[src/rtl/mem_cmd_splitter_pkg.sv]
// Shared command widths, default boundary and FSM state type for the command splitter.
package mem_cmd_splitter_pkg;

  localparam int ADDR_W             = 64;
  localparam int LEN_W              = 32;
  localparam int DEF_BOUNDARY_BYTES = 4096;

  typedef enum logic {
    ST_IDLE  = 1'b0,
    ST_SPLIT = 1'b1
  } state_e;

endpackage

[src/rtl/mem_cmd_splitter_rr_arbiter.sv]
// Round-robin arbiter: picks the lowest requesting index at or after ptr, wrapping to index 0.
module rr_arbiter #(
  parameter int N  = 2,
  parameter int IW = 1
) (
  input  logic [N-1:0]  req,
  input  logic [IW-1:0] ptr,
  output logic [N-1:0]  grant,
  output logic [IW-1:0] index
);

  logic          hi_hit;
  logic          lo_hit;
  logic [IW-1:0] hi_idx;
  logic [IW-1:0] lo_idx;

  // Descending scan so the lowest matching index is the last one written.
  always_comb begin
    hi_hit = 1'b0;
    lo_hit = 1'b0;
    hi_idx = '0;
    lo_idx = '0;
    for (int i = N - 1; i >= 0; i--) begin
      if (req[i]) begin
        lo_hit = 1'b1;
        lo_idx = IW'(i);
        if (i >= int'(ptr)) begin
          hi_hit = 1'b1;
          hi_idx = IW'(i);
        end
      end
    end
  end

  assign index = hi_hit ? hi_idx : lo_idx;
  assign grant = lo_hit ? (N'(1) << index) : '0;

endmodule

[src/rtl/mem_cmd_splitter.sv]
// Splits per-channel memory commands into chunks bounded by a max burst size and an
// address boundary; one command in flight, chunks emitted one per cycle under ready.
module mem_cmd_splitter
  import mem_cmd_splitter_pkg::*;
#(
  parameter int NUM_CHANNELS    = 2,
  parameter int CH_WIDTH        = 1,
  parameter int MAX_BURST_BYTES = 4096,
  parameter int BOUNDARY_BYTES  = DEF_BOUNDARY_BYTES
) (
  input  logic                           clk,
  input  logic                           rst,
  input  logic [NUM_CHANNELS-1:0]        s_cmd_valid,
  output logic [NUM_CHANNELS-1:0]        s_cmd_ready,
  input  logic [NUM_CHANNELS*ADDR_W-1:0] s_cmd_address,
  input  logic [NUM_CHANNELS*LEN_W-1:0]  s_cmd_length,
  output logic                           m_cmd_valid,
  input  logic                           m_cmd_ready,
  output logic [ADDR_W-1:0]              m_cmd_address,
  output logic [LEN_W-1:0]               m_cmd_length,
  output logic [CH_WIDTH-1:0]            m_cmd_dest,
  output logic                           m_cmd_last,
  output logic                           busy
);

  localparam logic [ADDR_W:0]   BOUND_W = (ADDR_W + 1)'(BOUNDARY_BYTES);
  localparam logic [ADDR_W:0]   MAX_W   = (ADDR_W + 1)'(MAX_BURST_BYTES);
  localparam logic [ADDR_W-1:0] BMASK   = ADDR_W'(BOUNDARY_BYTES - 1);

  // Wide arithmetic so a full 32-bit remaining count never truncates against the limits.
  function automatic logic [LEN_W-1:0] chunk_len(input logic [ADDR_W-1:0] addr,
                                                 input logic [LEN_W-1:0]  rem);
    logic [ADDR_W:0] room;
    logic [ADDR_W:0] lim;
    room = BOUND_W - {1'b0, addr & BMASK};
    lim  = (room < MAX_W) ? room : MAX_W;
    if ({{(ADDR_W + 1 - LEN_W){1'b0}}, rem} < lim) return rem;
    else return lim[LEN_W-1:0];
  endfunction

  state_e                  state_q, state_d;
  logic [CH_WIDTH-1:0]     rr_ptr_q, rr_ptr_d;
  logic [LEN_W-1:0]        rem_q, rem_d;
  logic                    m_valid_q, m_valid_d;
  logic [ADDR_W-1:0]       m_addr_q, m_addr_d;
  logic [LEN_W-1:0]        m_len_q, m_len_d;
  logic [CH_WIDTH-1:0]     m_dest_q, m_dest_d;
  logic                    m_last_q, m_last_d;

  logic [NUM_CHANNELS-1:0] gnt;
  logic [CH_WIDTH-1:0]     gnt_idx;
  logic [NUM_CHANNELS-1:0] s_ready;
  logic [ADDR_W-1:0]       sel_addr;
  logic [LEN_W-1:0]        sel_length;
  logic [LEN_W-1:0]        sel_chunk;
  logic [ADDR_W-1:0]       nxt_addr;
  logic [LEN_W-1:0]        nxt_rem;
  logic [LEN_W-1:0]        nxt_chunk;

  rr_arbiter #(
    .N  (NUM_CHANNELS),
    .IW (CH_WIDTH)
  ) u_arb (
    .req   (s_cmd_valid),
    .ptr   (rr_ptr_q),
    .grant (gnt),
    .index (gnt_idx)
  );

  always_comb begin
    sel_addr   = '0;
    sel_length = '0;
    for (int i = 0; i < NUM_CHANNELS; i++) begin
      if (gnt[i]) begin
        sel_addr   = s_cmd_address[i*ADDR_W +: ADDR_W];
        sel_length = s_cmd_length[i*LEN_W +: LEN_W];
      end
    end
  end

  assign sel_chunk = chunk_len(sel_addr, sel_length);
  assign nxt_addr  = m_addr_q + ADDR_W'(m_len_q);
  assign nxt_rem   = rem_q - m_len_q;
  assign nxt_chunk = chunk_len(nxt_addr, nxt_rem);

  always_comb begin
    state_d   = state_q;
    rr_ptr_d  = rr_ptr_q;
    rem_d     = rem_q;
    m_valid_d = m_valid_q;
    m_addr_d  = m_addr_q;
    m_len_d   = m_len_q;
    m_dest_d  = m_dest_q;
    m_last_d  = m_last_q;
    s_ready   = '0;
    case (state_q)
      ST_IDLE: begin
        s_ready = gnt;
        if (|gnt) begin
          rr_ptr_d = (gnt_idx == CH_WIDTH'(NUM_CHANNELS - 1)) ? '0 : gnt_idx + 1'b1;
          if (sel_length != '0) begin
            state_d   = ST_SPLIT;
            m_valid_d = 1'b1;
            m_addr_d  = sel_addr;
            m_len_d   = sel_chunk;
            m_dest_d  = gnt_idx;
            m_last_d  = (sel_chunk == sel_length);
            rem_d     = sel_length;
          end
        end
      end
      ST_SPLIT: begin
        if (m_cmd_ready) begin
          if (m_last_q) begin
            state_d   = ST_IDLE;
            m_valid_d = 1'b0;
            m_last_d  = 1'b0;
          end else begin
            m_addr_d = nxt_addr;
            m_len_d  = nxt_chunk;
            m_last_d = (nxt_chunk == nxt_rem);
            rem_d    = nxt_rem;
          end
        end
      end
      default: state_d = ST_IDLE;
    endcase
  end

  always_ff @(posedge clk) begin
    if (rst) begin
      state_q   <= ST_IDLE;
      rr_ptr_q  <= '0;
      rem_q     <= '0;
      m_valid_q <= 1'b0;
      m_addr_q  <= '0;
      m_len_q   <= '0;
      m_dest_q  <= '0;
      m_last_q  <= 1'b0;
    end else begin
      state_q   <= state_d;
      rr_ptr_q  <= rr_ptr_d;
      rem_q     <= rem_d;
      m_valid_q <= m_valid_d;
      m_addr_q  <= m_addr_d;
      m_len_q   <= m_len_d;
      m_dest_q  <= m_dest_d;
      m_last_q  <= m_last_d;
    end
  end

  assign s_cmd_ready   = rst ? '0 : s_ready;
  assign m_cmd_valid   = m_valid_q;
  assign m_cmd_address = m_addr_q;
  assign m_cmd_length  = m_len_q;
  assign m_cmd_dest    = m_dest_q;
  assign m_cmd_last    = m_last_q;
  assign busy          = (state_q == ST_SPLIT);

endmodule

[config.mk]
export PLATFORM = sky130hd
export DESIGN_NAME = mem_cmd_splitter
export DESIGN_NICKNAME = d
export VERILOG_FILES = /design/src/rtl/mem_cmd_splitter_pkg.sv /design/src/rtl/mem_cmd_splitter_rr_arbiter.sv /design/src/rtl/mem_cmd_splitter.sv
export SDC_FILE = /design/constraint.sdc
export NUM_CORES = 1
export LEC_CHECK = 0
export CORE_MARGIN = 5
export CORE_UTILIZATION = 50
export CTS_CLUSTER_DIAMETER = 150
export DETAILED_ROUTE_END_ITERATION = 6
export PLACE_DENSITY = 0.8
export SLEW_MARGIN = 10
export SYNTH_ARGS = -nofsm -noshare
export SYNTH_HDL_FRONTEND = slang
export SYNTH_HIERARCHICAL = 1
export SYNTH_SLANG_ARGS = --single-unit
[constraint.sdc]
create_clock -name clk -period 13.5 [get_ports clk]
set_input_delay 2.7 -clock clk [delete_from_list [all_inputs] [get_ports clk]]
set_output_delay 2.7 -clock clk [all_outputs]
set_load 0.03 [all_outputs]
# --- After elaboration in Yosys (flattened, before gate mapping) ---
# Cells that the tools add are included.
op_classes:
  order_cmp: 5
  shifts: 1
  reduce_logical: 7
  eq_ne: 7
  n_bitwise: 1
  div_mod_pow: 0
  mul: 0
  n_mux: 50
  addsub: 5
ops:
  columns: ["operator", "n"]
  rows:
  - ["32-bit two-way mux", 12]
  - ["64-bit two-way mux", 6]
  - ["32-bit by 65-bit less-than comparator with 1-bit output", 2]
  - ["65-bit by 13-bit less-than comparator with 1-bit output (second input constant)", 2]
  - ["65-bit two-way mux", 2]
  - ["32-bit one-hot mux with 2 select lines", 2]
  - ["64-bit one-hot mux with 2 select lines", 1]
  - ["64-bit by 32-bit adder with 64-bit output", 1]
  - ["32-bit equality test", 2]
  - ["32-bit nonzero test", 1]
  - ["32-bit subtractor", 1]
  - ["13-bit by 12-bit subtractor with 14-bit output (first input constant)", 2]
  - ["1-bit two-way mux", 21]
  - ["2-bit != test (second input constant)", 4]
  - ["4-bit AND reduction", 2]
  - ["2-bit two-way mux", 3]
  - ["1-bit one-hot mux with 2 select lines", 3]
  - ["3-bit AND reduction", 2]
  - ["2-bit by 1-bit != test with 1-bit output (second input constant)", 1]
  - ["2-bit AND reduction", 1]
  - ["2-bit OR reduction", 1]
  - ["1-bit by 1-bit << shifter with 2-bit output (first input constant)", 1]
  - ["1-bit adder (second input constant)", 1]
  - ["1-bit greater-or-equal comparator (first input constant)", 1]
  - ["1-bit NOT", 1]
totals:
  mem_count: 0
  latchBits: 0
  rom_bits: 0
  input_bits: 197
  register_bits: 133
  mem_bits_rw: 0
  elab_cells: 84

# --- Longest topological paths before layout ---
# Gate-level depths: netlist of the first run.
depth:
  depth_word: 17
  depth_mapped: 27
  depth_no_buf: 21

# --- Hierarchy ---
# The synthesis of the first run kept the hierarchy.
modules_own_cells:
  columns: ["module", "area_each_um2", "seq_area_each_um2", "instances", "cells_each"]
  rows:
  - ["mem_cmd_splitter", 12996.2, 2662.6, 1, 1772]
  - ["rr_arbiter", 26.3, 0.0, 1, 4]

# --- Least setup slack after synthesis of the first run ---
# OpenSTA, ideal clock, no wires.
synth_path:
  path_kind: "input port to flip-flop"
  startpoint: "input s_cmd_valid[0]"
  endpoint: "register m_len_q[5] (netlist: m_cmd_length[5])"
  setup_time_ns: 0.088
  stages: 25
  arrival_ns: 7.708
  setup_slack_ns: 5.704
  path_cell_list: "a21boi_0 -> nor2b_1 -> clkbuf_1 -> clkbuf_1 -> clkbuf_1 -> buf_2 -> buf_1 -> a22oi_1 -> ha_1 -> inv_1 -> a221oi_1 -> and4bb_2 -> nand3_1 -> xor2_1 -> ha_1 -> a21o_1 -> a21oi_1 -> nor2b_1 -> a2111o_1 -> a31oi_1 -> clkbuf_1 -> nand2_1 -> o21ai_0 -> o221ai_1 -> a311oi_2"
synth_between:
  elab_chain_len: 14
  word_cells_on_any_way: 24
synth_rtl:
  columns: ["element", "line_no", "text"]
  rows:
  - ["start: declaration", "mem_cmd_splitter.sv:13", "input logic [NUM_CHANNELS-1:0] s_cmd_valid,"]
  - ["1-bit two-way mux", "mem_cmd_splitter_rr_arbiter.sv:24", "if (req[i]) begin"]
  - ["1-bit two-way mux", "mem_cmd_splitter_rr_arbiter.sv:35", "assign index = hi_hit ? hi_idx : lo_idx;"]
  - ["1-bit by 1-bit << shifter with 2-bit output", "mem_cmd_splitter_rr_arbiter.sv:36", "assign grant = lo_hit ? (N'(1) << index) : '0;"]
  - ["2-bit two-way mux (*)", "mem_cmd_splitter_rr_arbiter.sv:36", null]
  - ["64-bit two-way mux (2 in a row)", "mem_cmd_splitter.sv:74", "if (gnt[i]) begin"]
  - ["13-bit by 12-bit subtractor with 14-bit output", "mem_cmd_splitter.sv:35", "room = BOUND_W - {1'b0, addr & BMASK};"]
  - ["65-bit by 13-bit less-than comparator with 1-bit output", "mem_cmd_splitter.sv:36", "lim = (room < MAX_W) ? room : MAX_W;"]
  - ["65-bit two-way mux", "mem_cmd_splitter.sv:36", null]
  - ["32-bit by 65-bit less-than comparator with 1-bit output", "mem_cmd_splitter.sv:37", "if ({{(ADDR_W + 1 - LEN_W){1'b0}}, rem} < lim) return rem;"]
  - ["32-bit two-way mux", "mem_cmd_splitter.sv:37", null]
  - ["32-bit two-way mux", "mem_cmd_splitter.sv:101", "if (sel_length != '0) begin"]
  - ["32-bit two-way mux", "mem_cmd_splitter.sv:99", "if (|gnt) begin"]
  - ["32-bit one-hot mux with 2 select lines", "mem_cmd_splitter.sv:96", "case (state_q)"]
  - ["end signal: assignment", "mem_cmd_splitter.sv:146", "m_len_q <= m_len_d;"]
  - ["end: declaration", "mem_cmd_splitter.sv:46", "logic [LEN_W-1:0] m_len_q, m_len_d;"]
# Every way passes the cells marked *; elsewhere a longest branch is shown, timed or not. The select of a mux whose other input is x is not followed.
# A chain may end at the register's enable or synchronous reset.

# --- Worst setup path after layout of the first run ---
layout_path:
  startpoint: "input s_cmd_valid[1]"
  endpoint: "register m_len_q[11] (netlist: m_cmd_length[11])"
layout_between:
  word_cells_on_any_way: 27
layout_lines:
  columns: ["element", "line_no", "text"]
  rows:
  - ["1-bit two-way mux (*)", "mem_cmd_splitter_rr_arbiter.sv:24", null]
  - ["1-bit two-way mux", "mem_cmd_splitter_rr_arbiter.sv:27", "if (i >= int'(ptr)) begin"]
  - ["1-bit two-way mux", "mem_cmd_splitter_rr_arbiter.sv:24", null]
  - ["1-bit two-way mux", "mem_cmd_splitter_rr_arbiter.sv:35", null]
  - ["1-bit by 1-bit << shifter with 2-bit output", "mem_cmd_splitter_rr_arbiter.sv:36", null]
  - ["2-bit two-way mux (*)", "mem_cmd_splitter_rr_arbiter.sv:36", null]
  - ["net gnt[1]", "mem_cmd_splitter.sv:50", "logic [NUM_CHANNELS-1:0] gnt;"]
  - ["64-bit two-way mux", "mem_cmd_splitter.sv:74", null]
  - ["13-bit by 12-bit subtractor with 14-bit output", "mem_cmd_splitter.sv:35", null]
  - ["65-bit by 13-bit less-than comparator with 1-bit output", "mem_cmd_splitter.sv:36", null]
  - ["65-bit two-way mux", "mem_cmd_splitter.sv:36", null]
  - ["32-bit by 65-bit less-than comparator with 1-bit output", "mem_cmd_splitter.sv:37", null]
  - ["32-bit two-way mux", "mem_cmd_splitter.sv:37", null]
  - ["32-bit two-way mux", "mem_cmd_splitter.sv:101", null]
  - ["32-bit two-way mux", "mem_cmd_splitter.sv:99", null]
  - ["32-bit one-hot mux with 2 select lines", "mem_cmd_splitter.sv:96", null]
# The timed path passes the listed nets; every way through them passes the cells marked *. The select of a mux whose other input is x is not followed.

==> impl_results.md, run 1 <==
- Initial antenna violation count: 3
- Startpoint Class: input port
- Max-slew violations: 0
- Gate Count Post-Synth: 1776
- Routed via count: 15460
- Buffers and inverters on the worst path: 4
- CP arrival: 9.00 ns
- HP Start: rem_q[0]
- Die area: 29370 µm²
- Worst-path clk slew: 0.08 ns
- RD Place Congestion: 0.9989
- Most frequent cells in the layout: 297 x clkdlybuf4s50_1, 161 x nor2_1, 154 x a21oi_1
- Slew @ Worst Pin: 1.127 ns
- Clock Skews: 0.02139 ns
- Crit path max fanout: 86
- Worst setup margin: 4.844 ns
- EDFF count, synth: 0
- Final ANT Viol Nets: 0
- R2R Setup Slk: 7.18 ns
- WP data required: 13.85 ns
- DRC viols: 0
- Vias/cell: 6.603
- All-Layer GR Usage: 35.33%
- CTS H-tree lvls: 4
- Highest clock rate: 115.5 MHz
- Final min period: 8.656 ns
- Hold_buf cts: 0
- Netlist cell types: 92
- Post-CTS sizing: 0
- First-pass GRT wire length: 82030 µm
- Synth Net Count: 2064
- Post-Place Worst Slack: 4.496 ns
- # IOs: 299
- Slew HR: 24.65%
- Clock Tree Buf Depth: 2
- Reg2reg path depth: 21
- # diodes: 0
- # fillers: 2353
- Yosys warns: 6
- Synth Flop Type: dfxtp_1
- Fraction of layout cells with a size suffix above 1: 4.935%
- Sequential area share after synthesis: 20.45%
- Seq cells post-synth: 133
- Post-CTS Setup Inserts: 0
- Clk Tree Root Cell: clkbuf_16
- Number of DRC markers in iteration 0: 1748
- CTS buffer count: 17
- Starting Density: 50.40%
- CP max stage cell: a31oi_2
- Family with the most delay on the worst path: compound AO/OA/AOI/OAI gates
- Mapped Avg Cell Area: 7.332 µm²
- Hold Violations, Final: 0
- Worst-path cell chain: clkdlybuf4s50_1 > a21boi_4 > buf_4 > nor2b_4 > a22o_1 > inv_1 > ha_1 > inv_1 > a221oi_1 > and4bb_2 > o2bb2a_1 > o21ai_0 > o41a_1 > ha_1 > nand4_1 > nor2_1 > a2111o_1 > a31oi_2 > mux2i_1 > o221ai_1 > a311oi_2
- CTS tree: done
- Worst Hold Class: reg -> reg
- P per Cell Area: 144.9 nW/µm²
- Status: finished, final reports clean
- Async set-or-reset flop fraction in the synthesized netlist: 0%
- Leak: 6.481 nW
- Placeable Area: 25840 µm²
- WHS: 0.4604 ns
- Routed len/inst: 23.23 µm
- Clock Latency Late Sink: 0.45 ns
- Hpwl dp: 41680 µm
- Vias in the first global route: 14380
- Max Cap Viol: 0
- Die H: 171.4 µm
- Worst R2R Start: rr_ptr_q
- Largest net degree at the start of global routing: 87
- CP Capture Type: register
- Maximum vdd drop: 0.09267 mV
- Hold Path Depth: 2
- Total grt overflow: 0
- Period utilization: 64.12%
- Die X: 171.4 µm
- Syn Std Cell Area: 13020 µm²
- Detailed Route WL: 54380 µm
- Kind of critical path: in -> reg
- IO Port Bufs: 298
- CTS Sinks: 133
- Commonest non-fill, non-tap cell in the layout: clkdlybuf4s50_1
- Crit path from: s_cmd_valid[1]
- RR Endpoint: m_cmd_length[11]
- Hold Crit Endpoint: rem_q[0]
- Area Overhead vs Synth: 28.56%
- CP max stage delay: 0.87 ns
- TritonRoute pass-1 iters: 6
- Final #Nets: 2281
- # rows: 59
- Final setup viols: 0
- Setup_tns: 0 ns
- RSZ-0062 raised after global routing: no
sequential cells by signal (all words and copies together) (netlist names):
register	flops
m_cmd_address	64
m_cmd_length	32
rem_q	32
busy	1
m_cmd_dest	1
m_cmd_last	1
m_cmd_valid	1
rr_ptr_q	1
Yosys cell counts (all sizes together) (7+ instances only):
library cell,count,area [µm²]
o21a,22,165.2
a21boi,7,52.55
a221o,12,120.1
xor2,31,271.5
o211a,7,70.07
a31o,7,61.31
buf,31,147.6
a211oi,51,397.9
a311oi,10,100.1
xnor2,38,332.8
nand4,44,275.3
a31oi,16,100.1
nor3,69,350.3
mux2i,17,170.2
o211ai,33,257.7
o21bai,8,60.06
and2,16,100.1
a22o,12,105.1
nor3b,10,75.07
a21oi,157,804.5
a22oi,54,405.4
inv,71,266.5
dfxtp,133,2663
nor4,19,146.4
and4,9,78.83
o31ai,13,107.6
ha,89,1114
o31a,10,87.58
a221oi,30,262.8
o221ai,7,61.31
nor2,162,608.1
a211o,7,61.31
clkbuf,87,327.8
nand2b,12,75.07
or4,13,101.4
a21o,42,315.3
and3,28,175.2
o21ai,122,618.1
o22ai,16,100.1
nand3,37,185.2
nand2,143,536.8
worst max path at each step:
stage / endpoint / slack (ns) / cells after the start
2_1_floorplan: m_cmd_length[5] / 5.70 / 25
3_3_place_gp: m_cmd_length[11] / 4.66 / 21
3_5_place_dp: m_cmd_length[11] / 4.50 / 21
4_1_cts: m_cmd_length[11] / 4.95 / 21
5_1_grt: m_cmd_length[11] / 4.40 / 21
6_report: m_cmd_length[11] / 4.84 / 21
worst min-delay path: stages, from the launching register on:
cell	delay, ns
dfxtp_1	0.32
nand2_1	0.05
a21oi_1	0.05
where the power goes:
group	internal, mW	switching, mW	total, mW	leakage, nW
registers	0.440	0.0573	0.497	1.09
clock network	0.267	0.228	0.495	0.296
logic	0.553	0.882	1.43	5.09
logic make-up after synthesis:
logic type	count (synthesis)	synth area share, %
AO/OA/AOI/OAI	679	35.73
XOR/XNOR	73	5.332
adder cells (fa/ha/maj)	91	8.859
buffers and inverters	189	5.697
flip-flops	133	20.45
multiplexers	17	1.307
AND/OR/NAND/NOR	594	22.63
metal layers:
metal	track usage, %	up-vias	routed length, µm
met5	0	-	38
met4	13.43	6	2067
met3	8.389	144	5685
met2	54.44	849	24020
met1	48.06	7255	22570
li1	-	7204	-
metrics by stage:
step,cells,power [mW],utilization (%),cell area (µm²)
5_1_grt,2341,2.564,64.79,16740
3_3_place_gp,2309,1.877,62.45,16130
3_5_place_dp,2309,1.891,62.45,16130
6_report,2341,2.427,64.79,16740
2_1_floorplan,1776,1.458,-,13020
4_1_cts,2341,2.387,64.79,16740
area by class of cell:
| type | count | area, µm² | area share (%) |
|---|---|---|---|
| clock buffers | 17 | 425.4 | 2.541 |
| clock inverters | 15 | 181.4 | 1.084 |
| inverters | 71 | 266.5 | 1.592 |
| multi-input cells | 1454 | 9667 | 57.74 |
| flip-flops and latches | 133 | 2666 | 15.93 |
| well taps | 335 | 419.2 | 2.504 |
| repair buffers | 316 | 3115 | 18.61 |
(Power assumes the default switching activity.)
==> run 2: changes to the inputs <==
--- a/config.mk
+++ b/config.mk
@@ -6,10 +6,10 @@
 export NUM_CORES = 1
 export LEC_CHECK = 0
 export CORE_MARGIN = 5
-export CORE_UTILIZATION = 50
+export CORE_UTILIZATION = 47
 export CTS_CLUSTER_DIAMETER = 150
 export DETAILED_ROUTE_END_ITERATION = 6
-export PLACE_DENSITY = 0.8
+export PLACE_DENSITY = 0.79
 export SLEW_MARGIN = 10
 export SYNTH_ARGS = -nofsm -noshare
 export SYNTH_HDL_FRONTEND = slang
==> constraint.sdc (replaced) <==
create_clock -name clk -period 6.9 [get_ports clk]
set_input_delay 1.38 -clock clk [delete_from_list [all_inputs] [get_ports clk]]
set_output_delay 1.38 -clock clk [all_outputs]
set_load 0.03 [all_outputs]
==> impl_results.md, run 2 (synthesized netlist as in run 1, its figures left out) <==
- CP max stage cell: a31oi_2
- Hpwl dp: 44990 µm (+7.9%)
- WP data required: 7.26 ns (-6.59 ns)
- Cell Int Power: 2.467 mW (+96%)
- RSZ-0062 raised after global routing: no
- # diodes: 0 (unchanged)
- Die X: 176.5 µm (+3.0%)
- Total grt overflow: 0 (unchanged)
- Design Area, Final: 16900 µm² (+0.96%)
- CP Capture Type: register
- Area Overhead vs Synth: 29.78%
- Initial antenna violation count: 1 (-2)
- Share of power burned in registers: 20.3% (-0.2 points)
- Clk Tree Root Cell: clkbuf_16
- CTS buffer count: 17 (unchanged)
- Worst Hold Class: reg -> reg
- Routed len/inst: 23.95 µm (+3.1%)
- Final min period: 6.017 ns
- Worst-path clk slew: 0.07 ns (about the same)
- Final ANT Viol Nets: 0 (unchanged)
- # rows: 61 (+3.4%)
- Startpoint Class: input port
- All-Layer GR Usage: 35.24% (-0.092 points)
- Crit path max fanout: 30 (-65%)
- Post-CTS sizing: 0 (unchanged)
- First-pass GRT wire length: 86110 µm (+5.0%)
- Leak: 6.548 nW (+1.0%)
- Buffers and inverters on the worst path: 3 (-1)
- Logic pwr share: 60.6% (+1.5 points)
- CP arrival: 6.37 ns (-2.63 ns)
- Period utilization: 87.20%
- Post-CTS Setup Inserts: 0 (unchanged)
- Vias/cell: 6.460 (-2.2%)
- Status: finished, final reports clean
- Flip-flop count of the largest register after layout: 64 (unchanged)
- Clock Tree Buf Depth: 2 (unchanged)
- DRC viols: 0 (unchanged)
- Setup_tns: 0 ns (unchanged)
- Commonest non-fill, non-tap cell in the layout: clkdlybuf4s50_1
- Routed via count: 15510 (+0.34%)
- # IOs: 299 (unchanged)
- CTS Sinks: 133 (unchanged)
- Pwr Total: 4.799 mW (+98%)
- Final setup viols: 0 (unchanged)
- Clock Latency Late Sink: 0.44 ns (about the same)
- WHS: 0.4595 ns (-0.0008680 ns)
- IO Port Bufs: 298 (unchanged)
- Fraction of layout cells with a size suffix above 1: 5.685% (+0.75 points)
- P per Cell Area: 284.0 nW/µm² (+96%)
- Largest net degree at the start of global routing: 103 (+18%)
- Hold Violations, Final: 0 (unchanged)
- Family with the most delay on the worst path: compound AO/OA/AOI/OAI gates
- CTS tree: done
- Final #Nets: 2298 (+0.75%)
- Hold_buf cts: 0 (unchanged)
- Worst setup margin: 0.8834 ns (-3.961 ns)
- CTS H-tree lvls: 4 (unchanged)
- Maximum vdd drop: 0.1596 mV (+72%)
- Kind of critical path: in -> reg
- Vias in the first global route: 14340 (-0.30%)
- Sw Share: 48.60% (+0.52 points)
- Worst-path cell chain: clkdlybuf4s50_1 > a21boi_4 > buf_4 > o21ai_0 > or4_1 > o2bb2a_1 > o21ai_0 > o41a_1 > ha_1 > nand4_1 > nor2_1 > a2111o_1 > a31oi_2 > buf_4 > mux2i_1 > o22ai_1 > nor3_1
- TritonRoute pass-1 iters: 5 (-1)
- CP max stage delay: 0.63 ns (-0.24 ns)
- Max Cap Viol: 0 (unchanged)
- Slew HR: 32.02% (+7.4 points)
- Post-Place Worst Slack: 0.5111 ns (-3.985 ns)
- Clock Skews: 0.01501 ns (-0.006384 ns)
- Slew @ Worst Pin: 1.016 ns (-0.1107 ns)
- NetSw: 2.333 mW (+100%)
- Dpl cell area: 16340 µm² (+1.3%)
- Detailed Route WL: 57510 µm (+5.8%)
- Number of DRC markers in iteration 0: 1733 (-0.86%)
- Most frequent cells in the layout: 297 x clkdlybuf4s50_1, 161 x nor2_1, 154 x a21oi_1
- Max-slew violations: 0 (unchanged)
- Placeable Area: 27550 µm² (+6.6%)
- Clock Power Share: 19.1% (-1.3 points)
- Starting Density: 47.26% (-3.1 points)
- Die area: 31140 µm² (+6.0%)
- Die H: 176.5 µm (+3.0%)
- Highest clock rate: 166.2 MHz
- RD Place Congestion: 0.9969 (-0.20%)
run 2: changes by cell type in the layout (fill, tap and decap cells not counted), moves of 2 or more:
cell and change:
clkinv_8 -2, clkinv_2 +3, inv_8 -6, buf_4 +15, clkinvlp_4 +3, buf_12 +2
run 2: tightest hold or removal path: stages (launching register included):
cell and delay, ns:
dfxtp_1 0.31, nand2_1 0.05, a21oi_1 0.05
run 2: layout make-up:
type | count | area, µm²
Fill cell | 2555 | 10650
Tap cell | 378 | 473.0
Inverter | 71 | 266.5
Multi-Input combinational cell | 1454 | 9663
Clock inverter | 14 | 125.1
Sequential cell | 133 | 2666
Clock buffer | 18 | 439.2
Timing Repair Buffer | 333 | 3268
run 2: final timing paths:
check | cells past startpoint | slack, ns | from | endpoint
setup / recovery | 17 | 0.88 | s_cmd_valid[1] | m_cmd_length[6]
hold / removal | 2 | 0.46 | m_cmd_dest | m_cmd_dest
setup reg to reg | 24 | 1.28 | m_cmd_length[0] | m_cmd_length[9]
hold reg to reg | 2 | 0.46 | m_cmd_dest | m_cmd_dest
run 2: layer usage:
layer / wire length, µm / up-vias / share of wire (%) / global-route usage [%]
met4: 2154 / 0 / 3.7 / 12.41
met1: 24880 / 7351 / 43 / 48.94
met5: 0 / - / 0 / 0
met2: 25670 / 824 / 45 / 55.43
met3: 4802 / 105 / 8.3 / 5.910
li1: - / 7231 / - / -
run 2: metrics by stage:
stage | util (%) | instances
final | 61.34 | 2401
after global routing | 61.34 | 2401
after CTS | 61.34 | 2401
after detailed placement | 59.29 | 2369
after global placement | 59.29 | 2369
after floorplan | - | 1776
run 2: power by group through the flow:
stage / registers, mW / logic (mW) / clock network, mW
6_report: 0.974 / 2.91 / 0.915
5_1_grt: 0.983 / 3.13 / 0.953
4_1_cts: 0.970 / 2.84 / 0.917
3_5_place_dp: 0.986 / 2.82 / 0
3_3_place_gp: 0.984 / 2.80 / 0
2_1_floorplan: 1.06 / 1.80 / 0
==> run 3: changes to the inputs <==
--- a/config.mk
+++ b/config.mk
@@ -10,7 +10,7 @@
 export CTS_CLUSTER_DIAMETER = 150
 export DETAILED_ROUTE_END_ITERATION = 6
 export PLACE_DENSITY = 0.79
-export SLEW_MARGIN = 10
+export SLEW_MARGIN = 20
 export SYNTH_ARGS = -nofsm -noshare
 export SYNTH_HDL_FRONTEND = slang
 export SYNTH_HIERARCHICAL = 1
==> results of run 3 <==
The final DEF is identical to that of run 2; final timing and power are the same.
